File: config.mk
export PLATFORM = sky130hd
export DESIGN_NAME = rx_burst
export DESIGN_NICKNAME = d
export VERILOG_FILES = /design/src/rtl/rx_burst_pkg.sv /design/src/rtl/rx_fifo.sv /design/src/rtl/rx_burst.sv
export SDC_FILE = /design/constraint.sdc
export NUM_CORES = 1
export LEC_CHECK = 0
export CAP_MARGIN = 15
export CORE_UTILIZATION = 40
export CTS_BUF_LIST = sky130_fd_sc_hd__clkbuf_4 sky130_fd_sc_hd__clkbuf_8
export CTS_CLUSTER_DIAMETER = 150
export DETAILED_ROUTE_END_ITERATION = 16
export GPL_ROUTABILITY_DRIVEN = 0
export PLACE_DENSITY = 0.62
export SLEW_MARGIN = 20
export SYNTH_ARGS = -nofsm -noshare
export SYNTH_HDL_FRONTEND = slang
export SYNTH_SLANG_ARGS = --single-unit
File: constraint.sdc
create_clock -name clk -period 5.5 [get_ports clk]
set_clock_uncertainty 0.15 [all_clocks]
set_input_delay 0.825 -clock clk [delete_from_list [all_inputs] [get_ports clk]]
set_output_delay 0.825 -clock clk [all_outputs]
set_load 0.02 [all_outputs]
File: src/rtl/rx_burst_pkg.sv
// Shared definitions for the rx_burst receiver: FSM encoding, default
// parameter values and the word-index width.
package rx_burst_pkg;

    // Default data word width
    localparam int DEFAULT_DATA_W    = 32;
    // Default number of words in one burst
    localparam int DEFAULT_BURST_LEN = 7;
    // Default FIFO depth
    localparam int DEFAULT_DEPTH     = 8;
    // Word index width; covers the largest allowed burst length
    localparam int IDX_W             = 8;

    typedef enum logic [1:0] {
        IDLE = 2'd0,
        RECV = 2'd1,
        DONE = 2'd2
    } rx_state_t;

    // Value the word at position idx must carry: idx+1, zero-extended
    function automatic logic [31:0] expected_word(input logic [IDX_W-1:0] idx);
        return {{(32-IDX_W){1'b0}}, idx} + 32'd1;
    endfunction

endpackage

File: src/rtl/rx_fifo.sv
// Parameterised synchronous FIFO. Read data is the head entry, presented
// combinationally; a pushed word becomes visible the cycle after the push.
module rx_fifo #(
    parameter int DATA_W = 32,
    parameter int DEPTH  = 8
) (
    input  logic                       clk,
    input  logic                       rst,
    input  logic                       push,
    input  logic [DATA_W-1:0]          din,
    input  logic                       pop,
    output logic [DATA_W-1:0]          dout,
    output logic                       full,
    output logic                       empty,
    output logic [$clog2(DEPTH):0]     count
);

    localparam int AW = $clog2(DEPTH);

    logic [DATA_W-1:0] mem_r [DEPTH];
    logic [AW-1:0]     wr_ptr_r;
    logic [AW-1:0]     rd_ptr_r;
    logic [AW:0]       count_r;
    logic              push_ok_s;
    logic              pop_ok_s;

    // Guard against overflow/underflow even if the caller misbehaves
    assign push_ok_s = push && !full;
    assign pop_ok_s  = pop && !empty;

    // Storage write; contents need no reset since count gates visibility
    always_ff @(posedge clk) begin
        if (push_ok_s) begin
            mem_r[wr_ptr_r] <= din;
        end
    end

    // Pointer and occupancy bookkeeping; pointers wrap naturally
    always_ff @(posedge clk) begin
        if (rst) begin
            wr_ptr_r <= {AW{1'b0}};
            rd_ptr_r <= {AW{1'b0}};
            count_r  <= {(AW+1){1'b0}};
        end else begin
            if (push_ok_s) begin
                wr_ptr_r <= wr_ptr_r + AW'(1);
            end
            if (pop_ok_s) begin
                rd_ptr_r <= rd_ptr_r + AW'(1);
            end
            case ({push_ok_s, pop_ok_s})
                2'b10:   count_r <= count_r + (AW+1)'(1);
                2'b01:   count_r <= count_r - (AW+1)'(1);
                default: count_r <= count_r;
            endcase
        end
    end

    assign dout  = mem_r[rd_ptr_r];
    assign full  = (count_r == (AW+1)'(DEPTH));
    assign empty = (count_r == {(AW+1){1'b0}});
    assign count = count_r;

endmodule

File: src/rtl/rx_burst.sv
// Burst receiver: accepts fixed-length bursts, checks each word against
// its position in the burst, keeps per-burst statistics and replays the
// accepted words through a FIFO on a downstream valid/ready port.
module rx_burst
    import rx_burst_pkg::*;
#(
    parameter int DATA_W    = DEFAULT_DATA_W,
    parameter int DEPTH     = DEFAULT_DEPTH,
    parameter int BURST_LEN = DEFAULT_BURST_LEN
) (
    input  logic              clk,
    input  logic              rst,
    input  logic [DATA_W-1:0] data,
    input  logic              valid,
    output logic              ready,
    output logic [DATA_W-1:0] out_data,
    output logic              out_valid,
    input  logic              out_ready,
    output logic              burst_done,
    output logic              seq_err,
    output logic [15:0]       burst_cnt,
    output logic [DATA_W-1:0] sum
);

    localparam int CW = $clog2(DEPTH) + 1;

    rx_state_t         state_r;
    logic [IDX_W-1:0]  idx_r;
    logic [DATA_W-1:0] acc_r;
    logic [DATA_W-1:0] sum_r;
    logic [15:0]       burst_cnt_r;
    logic              seq_err_r;
    logic              burst_done_r;

    logic              in_xfer_s;
    logic              pop_s;
    logic              last_word_s;
    logic              word_bad_s;
    logic              fifo_full_s;
    logic              fifo_empty_s;
    logic [CW-1:0]     fifo_count_s;
    logic [31:0]       exp_word_s;

    // ready depends only on reset, occupancy and state, never on valid
    assign ready       = !rst && !fifo_full_s && (state_r != DONE);
    assign in_xfer_s   = valid && ready;
    assign out_valid   = (fifo_count_s != {CW{1'b0}});
    assign pop_s       = out_ready && !fifo_empty_s;
    assign last_word_s = (state_r == RECV) && (idx_r == IDX_W'(BURST_LEN - 1));
    // Expected value comes from the index, so one bad word cannot cascade
    assign exp_word_s  = expected_word(idx_r);
    assign word_bad_s  = (data != DATA_W'(exp_word_s));

    rx_fifo #(
        .DATA_W (DATA_W),
        .DEPTH  (DEPTH)
    ) u_fifo (
        .clk   (clk),
        .rst   (rst),
        .push  (in_xfer_s),
        .din   (data),
        .pop   (pop_s),
        .dout  (out_data),
        .full  (fifo_full_s),
        .empty (fifo_empty_s),
        .count (fifo_count_s)
    );

    // Burst FSM, sequence checker and statistics
    always_ff @(posedge clk) begin
        if (rst) begin
            state_r      <= IDLE;
            idx_r        <= {IDX_W{1'b0}};
            acc_r        <= {DATA_W{1'b0}};
            sum_r        <= {DATA_W{1'b0}};
            burst_cnt_r  <= 16'd0;
            seq_err_r    <= 1'b0;
            burst_done_r <= 1'b0;
        end else begin
            burst_done_r <= 1'b0;
            if (in_xfer_s && word_bad_s) begin
                seq_err_r <= 1'b1;
            end
            case (state_r)
                IDLE: begin
                    if (in_xfer_s) begin
                        state_r <= RECV;
                        idx_r   <= IDX_W'(1);
                        acc_r   <= acc_r + data;
                    end
                end
                RECV: begin
                    if (in_xfer_s) begin
                        if (last_word_s) begin
                            state_r      <= DONE;
                            idx_r        <= {IDX_W{1'b0}};
                            sum_r        <= acc_r + data;
                            acc_r        <= {DATA_W{1'b0}};
                            burst_cnt_r  <= burst_cnt_r + 16'd1;
                            burst_done_r <= 1'b1;
                        end else begin
                            idx_r <= idx_r + IDX_W'(1);
                            acc_r <= acc_r + data;
                        end
                    end
                end
                DONE: begin
                    state_r <= IDLE;
                end
                default: begin
                    state_r <= IDLE;
                end
            endcase
        end
    end

    assign burst_done = burst_done_r;
    assign seq_err    = seq_err_r;
    assign burst_cnt  = burst_cnt_r;
    assign sum        = sum_r;

endmodule

## Word-level counts from Yosys, hierarchy flattened

Memory sizes are Yosys's and may differ from the RTL's. A register that Yosys moved wholly into a read port is not among the register bits.
Index checks and enable logic that the tools add are counted.

- Bitwise gates (word level): 2
- Mux-type cells: 18
- Eq/ne operators: 10
- $add $sub $neg: 8
- $lt $le $gt $ge: 0
- Shifts and indexed selects: 0
- Reductions and logical operators: 20
- Multipliers: 0
- Div/mod/pow operators: 0

Operators with widths:

| kind | count |
|---|---|
| $mux 32 | 3 |
| $pmux 32 s2 | 1 |
| $add 32x32->32 | 1 |
| $ne 32x9->1 | 1 |
| $mux 8 | 3 |
| $add 16x1->16 const B | 1 |
| $pmux 8 s2 | 1 |
| $add 8x1->9 const B | 1 |
| $reduce_and 3->1 | 3 |
| $add 8x1->8 const B | 1 |
| $eq 8x3->1 const B | 1 |
| $logic_and 1x1->1 | 8 |
| $ne 2x2->1 const B | 4 |
| $pmux 4 s2 | 1 |
| $add 3x1->3 const B | 2 |
| $mux 2 | 3 |
| $mux 3 | 2 |
| $add 4x1->4 const B | 1 |
| $eq 2x1->1 const B | 2 |
| $eq 4x4->1 const B | 1 |
| $logic_not 4->1 | 1 |
| $pmux 2 s2 | 1 |
| $reduce_bool 2->1 | 2 |
| $reduce_bool 4->1 | 1 |
| 7 further kinds | 12 |

- Bits in read-only memories: 0
- Register bits after elaboration: 102
- Logic and storage cells: 69
- Latch bits: 0
- RAM bits: 256
- Memories kept: 1
- Input bits: 36
- Output and inout port bits: 84

Memory list:

| memory | depth | width | rd ports | clocked after memory_dff | write ports | line | RTL |
|---|---|---|---|---|---|---|---|
| u_fifo.mem_r | 8 | 32 | 1 | 1 | 1 | rx_fifo.sv:20 | `logic [DATA_W-1:0] mem_r [DEPTH];` |

## Logic depth before layout (Yosys ltp)

Gate-level depths: netlist (run 1).

- Depth after elaboration: 8
- Mapped depth: 14
- Mapped depth without buffers: 12

## Hierarchy

A second synthesis (run 1) with hierarchy kept.

- Cell total of the unflattened synthesis: 1,127
- Area, all modules: 15,995.3 sq um

Modules (own cells, without submodules):

| module | sequential area each (sq um) | area each (sq um) | instances | cells an instance |
|---|---|---|---|---|
| rx_fifo | 7,947.6 | 10,516.3 | 1 | 444 |
| rx_burst | 1,841.8 | 5,479.0 | 1 | 683 |

## Worst setup path before layout (run 1)

OpenSTA, ideal clock, no wires.

- Path type: input to register
- Start: in rst
- End: mem u_fifo.mem_r[4][0], enable pin
- Stages on the path: 6
- Library setup time: 468 ps
- Slack: 189 ps
- Data arrival time: 4,694 ps
- Buffers on the path: 1
- Data required time: 4,882 ps
- Path through: a21oi_1 > a21boi_0 > and2_1 > clkbuf_1 > nand2b_1 > nor3b_1

- Longest elaborated chain between the ends: 7

RTL lines:

| what | line | RTL |
|---|---|---|
| start: declaration | rx_burst.sv:12 | `input logic rst,` |
| $logic_not 1->1 | rx_burst.sv:45 | `assign ready = !rst && !fifo_full_s && (state_r != DONE);` |
| $logic_and 1x1->1 (2 in a row) | rx_burst.sv:45 |  |
| named net ready | rx_burst.sv:15 | `output logic ready,` |
| $logic_and 1x1->1 | rx_burst.sv:46 | `assign in_xfer_s = valid && ready;` |
| $logic_and 1x1->1 | rx_fifo.sv:28 | `assign push_ok_s = push && !full;` |
| $mux 1 | rx_fifo.sv:33 | `if (push_ok_s) begin` |
| $mux 1 (not written as such) | rx_fifo.sv:34 | `mem_r[wr_ptr_r] <= din;` |
| end: declaration | rx_fifo.sv:20 |  |

The timed path passes the listed nets, and every way through them passes these cells.

==> results.txt, run 1 <==
----------------------------------------------------
[Critical path]
  Crit-path max FO ... 31
  Reg2Reg Depth ... 11
  Data arrival at the endpoint of the critical path ... roughly 3.2 ns
  Delay of the slowest cell on the worst path ... ~0.92 ns
  Setup slack on the worst flop-to-flop path ... around 2.3 ns
  Critical register-to-register path endpoint ... acc_r[30]$_SDFFE_PP0P_
  CP startpoint kind ... flop
  Cell Chain, Critical Path ... buf_4 -> mux4_2 -> mux2_2 -> clkdlybuf4s50_1
  Slowest cell on crit path ... dfxtp_2
  Source of the worst register-to-register timing path ... acc_r[0]$_SDFFE_PP0P_
  Endpoint type of the worst setup path ... output pin
  Critical path type ... flop to output pin
  CP Data Required Time ... about 4.5 ns

[Yosys]
  XOR/XNOR Fraction of Synth Area ... ~3.5%
  Gate count after technology mapping ... 1086
  Post-synth cell types ... 60
  Top cells by area in the synthesized netlist ... edfxtp_1 (50%), dfxtp_1 (14%), mux4_2 (9.3%)
  Ys flop type ... edfxtp_1
  Library cell with the largest summed area after synthesis ... edfxtp_1
  Cell area after synthesis ... 0.01544 mm^2
  Adder and majority gate portion of the synthesized area ... around 3.3%
  Simple-gate portion of the synthesized area ... just under 9%
  Share of synthesized area occupied by flip-flops and latches ... roughly 63%
  YS warnings ... 0
  Share of the synthesized area in compound gates (AO/OA/AOI/OAI) ... 7.407%
  Post-Syn Nets ... ~1200
  Register bit total from synthesis ... approximately 360
  Average cell area after synthesis ... 14.22 um^2
  Share of the synthesized area in the top cell type ... between 40% and 50%
  EDFF count, synth ... roughly 260
  Async SR Flop Fraction ... 0%
  Largest family of logic cells by synthesized area ... multiplexers
  Post-synthesis mux area share ... between 10% and 20%

[Clocking]
  # hold bufs at CTS ... 0
  Max clock buf depth ... 3
  Clock Tree Root ... clkbuf_8
  Number of resized instances in the post-cts repair step ... 0
  Skew-Pair Late Insertion Delay ... approximately 0.63 ns
  CTS tree ... yes
  Number of buffers inserted to repair setup after CTS ... 0
  Number of buffers added by the clock tree synthesis step ... a little under 60
  Clock-pin transition on the worst setup and hold timing paths ... ~0.06 ns
  Clock sinks ... about 360
  H-Tree Level Count ... 2

[Min path]
  Worst Hold End ... sum[0]$_SDFFE_PP0P_
  HP Class ... flop to flop
  Depth of the worst hold-timing path ... 2
  Hold_sp ... sum[0]$_SDFFE_PP0P_

[Run]
  Max Cap Violations ... 0

[STA]
  Final Setup Violations ... 0
  Maximum clock frequency ... ~0.24 GHz
  Share of the clock period used by the worst path ... approximately 76%
  Unrepaired setup endpoints after global routing ... no
  Final Hold Vio Count ... 0
  Post-route worst setup slack ... ~1.3 ns
  Setup_tns ... 0 ns
  Worst hold slack across all endpoints ... 0.3124 ns
  Min Clock Period, post-route ... between 4 and 5 ns
  Slew @ Worst Pin ... about 1 ns
  Worst slew slack as a fraction of its limit ... 31.69%
  Count of pins over their slew limit ... 0

[Drt]
  Amount of wire on met3 after detailed routing ... 1668 um
  Top routing layer in use ... met4
  Via count ... 9403
  Remaining routing DRC violations ... 0
  Met2 wire length ... between 15000 and 20000 um
  Pre-antenna DRT Iters ... 6
  Detail Route Antenna Nets ... 0
  Ratio of routed vias to standard cells ... 5.241
  Post-detailed-route wirelength per cell ... between 15 and 20 um
  DRC violation total after the first TritonRoute iteration ... 580
  Final wirelength ... roughly 36000 um
  Metal1 wirelength ... approximately 16000 um

[Placed design]
  Placed wire-length estimate ... 22630 um
  Instance count after placement with tap cells included ... 1686
  Count of input and output buffers ... around 120
  DP Worst Slack ... roughly 1.1 ns
  Placed cell area ... about 0.017 mm^2

[Global routing]
  Pin count of the biggest net entering global routing ... 61
  Vias in the first global route ... ~9700
  Aggregate global-route resource usage ... roughly 19%
  Antenna violations before repair ... 0
  First-pass GRT wire length ... ~55000 um
  Grt ovf ... 0

[Final layout]
  Post-Layout Inst Area ... 0.01863 mm^2
  Commonest non-fill, non-tap cells in the layout ... edfxtp_1 (256), clkdlybuf4s50_1 (118), dfxtp_1 (102)
  Number of standard cells in the layout, taps in and fillers out ... 1794
  Syn-to-layout area delta ... 20.68%
  Finished Core Util ... approximately 49%
  Number of antenna repair diodes ... 0
  Final Net Count ... ~1300
  Commonest non-fill, non-tap cell in the layout ... edfxtp_1
  Proportion of layout cells with a drive suffix above 1 ... a little under a fifth

[Pwr]
  Switching Power ... about 2.0 mW
  Sequential Power Share ... between 40 and 50%
  Total chip power ... between 7 and 8 mW
  Clock network fraction of total power ... between 30 and 40%
  Combinational Power Share ... 22.3%
  LEAKAGE ... about 6.4 nW
  Pint ... around 5.3 mW
  Power density of the placed cells ... ~390 mW/mm^2
  Switching share of power ... 27.45%
  Max VDD drop ... between 200 and 250 uV

[Die]
  Height of the chip ... slightly below 200 um
  Top Ports ... 120
  Die area ... about 0.039 mm^2
  Effective utilization at floorplan ... 40.80%
  Number of cell rows ... just over 70
  Area of the placeable core ... ~0.038 mm^2
  Chip width ... 198.5 um

[Outcome]
  Run status ... finished, final reports clean

----------------------------------------------------
layout make-up:
type / instances / area [um^2]
clock buffers: 89 / 1125
inverters: 13 / 48.80
fillers: 3342 / 19210
well taps: 511 / 639.4
clock inverters: 19 / 182.7
multi-input cells: 659 / 5441
flip-flops and latches: 361 / 9796
repair buffers: 142 / 1399
layer usage:
| metal | vias to the layer above | global-route usage [%] |
|---|---|---|
| met1 | 4677 | 24.69 |
| li1 | 4460 | - |
| met2 | 210 | 30.42 |
| met4 | 0 | 6.353 |
| met3 | 56 | 3.493 |
| met5 | - | 0 |
synthesized netlist by cell type (23+ instances only):
cell	instances
edfxtp_1	256
ha_1	39
clkbuf_1	38
xor2_1	37
nand2_1	98
mux2_2	32
mux4_2	64
a21oi_1	69
o21ai_0	23
xnor2_1	25
nor2_1	73
dfxtp_1	105
sequential cells by signal, indices dropped and copies added (netlist names), named ones only:
register and flops:
sum 32, burst_cnt 16, u_fifo.wr_ptr_r 3, state_r 2
u_fifo.count 4, u_fifo.mem_r 256, idx_r 8, acc_r 32
u_fifo.rd_ptr_r 3, seq_err 1, burst_done 1
power by group through the flow:
| stage | clock network [mW] | registers (mW) | logic [mW] |
|---|---|---|---|
| 2_1_floorplan | 0 | 3.12 | 1.20 |
| 3_3_place_gp | 0 | 3.20 | 1.62 |
| 3_5_place_dp | 0 | 3.21 | 1.63 |
| 4_1_cts | 2.57 | 3.15 | 1.63 |
| 5_1_grt | 2.69 | 3.17 | 1.77 |
| 6_report | 2.50 | 3.15 | 1.62 |
worst max-delay path: cells and delay by family, from the launching register on:
kind | cells | cell delay [ns]
DFF | 1 | 0.92
buffers and inverters | 2 | 0.98
muxes | 2 | 0.64
worst max-delay path by stage:
stage | from | end | slack, ns | cells after the start
2_1_floorplan | rst | u_fifo.mem_r[4][0]$_DFFE_PP_ | 0.19 | 6
3_3_place_gp | data[0] | acc_r[30]$_SDFFE_PP0P_ | 1.11 | 12
3_5_place_dp | data[0] | acc_r[30]$_SDFFE_PP0P_ | 1.07 | 12
4_1_cts | flop | out_data[12] | 1.22 | 4
5_1_grt | flop | out_data[12] | 1.14 | 4
6_report | flop | out_data[22] | 1.34 | 4
kinds of logic after synthesis:
group	after synthesis
flops	361
simple gates	277
compound gates	180
mux	100
buf+inv	66
xor+xnor	62
fa+ha+maj	40
Power figures use the tool's default switching activity.
==> inputs of run 2 (changes only) <==
- clock period: 5.5 -> 3.85 ns (I/O delays scaled with it)
==> run 2 against run 1 <==
Effect of this change: sequential cell count is the same; critical path depth is the same; via count grew 2.5%; clock power grew 32%; sequential power grew 41%; power grew 41%; utilization grew 0.66 points; routed wire length grew 4.4%; non-clock buffer count grew 42; cell area grew 1.3%; die area is the same; count of clock-buffer cells in the layout shrank 9; critical endpoint is now out_data[2].
==> results.txt, run 2 (synthesized netlist as in run 1, its figures left out) <==
----------------------------------------------------
[Critical path]
  CP Data Required Time ... 3.12 ns (was 4.53 ns)
  Data arrival at the endpoint of the critical path ... 2.74 ns (was 3.19 ns)
  CP startpoint kind ... flop (unchanged)
  Source of the worst register-to-register timing path ... u_fifo.count[1]$_SDFFE_PP0P_ (was acc_r[0]$_SDFFE_PP0P_)
  Critical path type ... flop to output pin (unchanged)
  Crit-path max FO ... 7 (was 31)
  Endpoint type of the worst setup path ... output pin (unchanged)
  Reg2Reg Depth ... 12 (was 11)

[Min path]
  Hold_sp ... sum[15]$_SDFFE_PP0P_ (was sum[0]$_SDFFE_PP0P_)
  HP Class ... flop to flop (unchanged)
  Depth of the worst hold-timing path ... 2 (unchanged)

[Global routing]
  Grt ovf ... 0 (unchanged)
  Antenna violations before repair ... 0 (unchanged)
  Met2 routing resource usage after global routing ... 30.75% (was 30.42%)
  First-pass GRT wire length ... 57060 um (was 55380 um)
  Aggregate global-route resource usage ... 19.31% (was 18.54%)
  Vias in the first global route ... 9867 (was 9723)
  Top Usage Layer GRT ... met2 (unchanged)
  M3 GR Usage ... 4.154% (was 3.493%)
  Grt met1 use ... 25.74% (was 24.69%)
  Pin count of the biggest net entering global routing ... 90 (was 61)

[Drt]
  Via count ... 9640 (was 9403)
  Detail Route Antenna Nets ... 0 (unchanged)
  DRC violation total after the first TritonRoute iteration ... 780 (was 580)
  Remaining routing DRC violations ... 0 (unchanged)
  Ratio of routed vias to standard cells ... 5.271 (was 5.241)
  Pre-antenna DRT Iters ... 5 (was 6)
  Post-detailed-route wirelength per cell ... 20.36 um (was 19.90 um)
  Final wirelength ... 37250 um (was 35690 um)

[Final layout]
  Number of flip-flops under the largest register name ... 256 (unchanged)
  Commonest non-fill, non-tap cell in the layout ... edfxtp_1 (unchanged)
  Number of standard cells in the layout, taps in and fillers out ... 1829 (was 1794)
  Proportion of layout cells with a drive suffix above 1 ... 20.71% (was 18.94%)
  Area of the multi-input gates ... 0.005482 mm^2 (was 0.005441 mm^2)
  Commonest non-fill, non-tap cells in the layout ... edfxtp_1 (256), clkdlybuf4s50_1 (118), dfxtp_1 (102) (unchanged)
  Number of antenna repair diodes ... 0 (unchanged)
  Top register by number of flip-flops ... u_fifo.mem_r (unchanged)
  Number of fill cells in the layout ... 3296 (was 3342)
  Final Net Count ... 1353 (was 1311)
  Storage element area ... 0.009796 mm^2 (unchanged)
  Syn-to-layout area delta ... 22.31% (was 20.68%)

[Clocking]
  Number of buffers added by the clock tree synthesis step ... 58 (unchanged)
  H-Tree Level Count ... 2 (unchanged)
  Clock Tree Root ... clkbuf_8 (unchanged)
  Clock sinks ... 361 (unchanged)
  CTS tree ... yes (unchanged)
  Number of resized instances in the post-cts repair step ... 0 (unchanged)
  Clock-pin transition on the worst setup and hold timing paths ... 0.06 ns (about the same)
  Max clock buf depth ... 3 (unchanged)
  Skew-Pair Late Insertion Delay ... 0.64 ns (was 0.63 ns)

[Placed design]
  Placed wire-length estimate ... 23900 um (was 22630 um)
  Count of input and output buffers ... 119 (unchanged)
  Instance count after placement with tap cells included ... 1724 (was 1686)
  DP Worst Slack ... -0.1496 ns (was 1.068 ns)

[STA]
  Unrepaired setup endpoints after global routing ... no (unchanged)
  Post-route worst setup slack ... 0.3795 ns (was 1.339 ns)
  Slew @ Worst Pin ... 0.9856 ns (was 1.025 ns)
  Count of pins over their slew limit ... 0 (unchanged)
  Final Hold Vio Count ... 0 (unchanged)
  Final Setup Violations ... 0 (unchanged)
  Min Clock Period, post-route ... around 3.5 ns
  Worst hold slack across all endpoints ... 0.3070 ns (was 0.3124 ns)
  Worst slew slack as a fraction of its limit ... 34.29% (was 31.69%)
  Share of the clock period used by the worst path ... roughly nine tenths
  Maximum clock frequency ... 0.2881 GHz

[Die]
  Height of the chip ... 198.5 um (unchanged)
  Area of the placeable core ... 0.03784 mm^2 (unchanged)
  Top Ports ... 120 (unchanged)
  Chip width ... 198.5 um (unchanged)
  Die area ... 0.03939 mm^2 (unchanged)
  Effective utilization at floorplan ... 40.80% (unchanged)
  Number of cell rows ... 71 (unchanged)

[Pwr]
  LEAKAGE ... 6.499 nW (was 6.370 nW)
  Power density of the placed cells ... 544.8 mW/mm^2 (was 390.3 mW/mm^2)
  Total chip power ... 10.29 mW (was 7.273 mW)
  Max VDD drop ... 239.2 uV (was 230.8 uV)

[Run]
  Max Cap Violations ... 0 (unchanged)

[Outcome]
  Run status ... finished, final reports clean (unchanged)

----------------------------------------------------
==> run 2: path summary, 6_finish.rpt <==
check / to / slack [ns]
max: out_data[2] / 0.38
min reg2reg: sum[15]$_SDFFE_PP0P_ / 0.31
max reg2reg: u_fifo.count[2]$_SDFFE_PP0P_ / 0.71
min: sum[15]$_SDFFE_PP0P_ / 0.31
==> run 2: per-layer routing <==
| metal | vias up | wire length (um) |
|---|---|---|
| met5 | - | 0 |
| met4 | 0 | 966 |
| met3 | 52 | 1918 |
| met2 | 239 | 17430 |
| met1 | 4818 | 16930 |
| li1 | 4531 | - |
==> run 2: per-stage QoR <==
step	instance area, um^2	TNS [ns]	utilization (%)
global placement	17680	-0.6966	46.73
detailed placement	17690	-0.8337	46.74
floorplan	15470	-25.82	-
CTS	18850	0	49.80
global route	18880	0	49.90
finish	18880	0	49.90
==> run 2: timing repair <==
item	in CTS	in global routing
setup buffers	0	3
hold buffers	1	0
hold endpoints to repair	4	0
setup endpoints to repair	0	2
==> run 2: final cells by class <==
| cell class | instances | share of cell area [%] |
|---|---|---|
| inverter | 13 | 0.2584 |
| clock buffer | 80 | 5.102 |
| tap | 511 | 3.386 |
| timing repair buffer | 184 | 9.356 |
| multi-input combinational | 659 | 29.03 |
| clock inverter | 21 | 0.9939 |
| sequential | 361 | 51.88 |
==> run 2: where the power goes <==
| group | internal (mW) | leakage, nW | switching [mW] |
|---|---|---|---|
| clock | 1.82 | 0.609 | 1.48 |
| combinational | 1.25 | 2.72 | 1.30 |
| sequential | 4.32 | 3.17 | 0.121 |
| total | 7.39 | 6.50 | 2.90 |
==> run 2: worst max-delay path, stage by stage (launching register included) <==
cell,delay [ns]
dfxtp_4,0.49
buf_4,0.24
mux4_2,0.52
mux2_2,0.30
clkdlybuf4s50_1,0.54
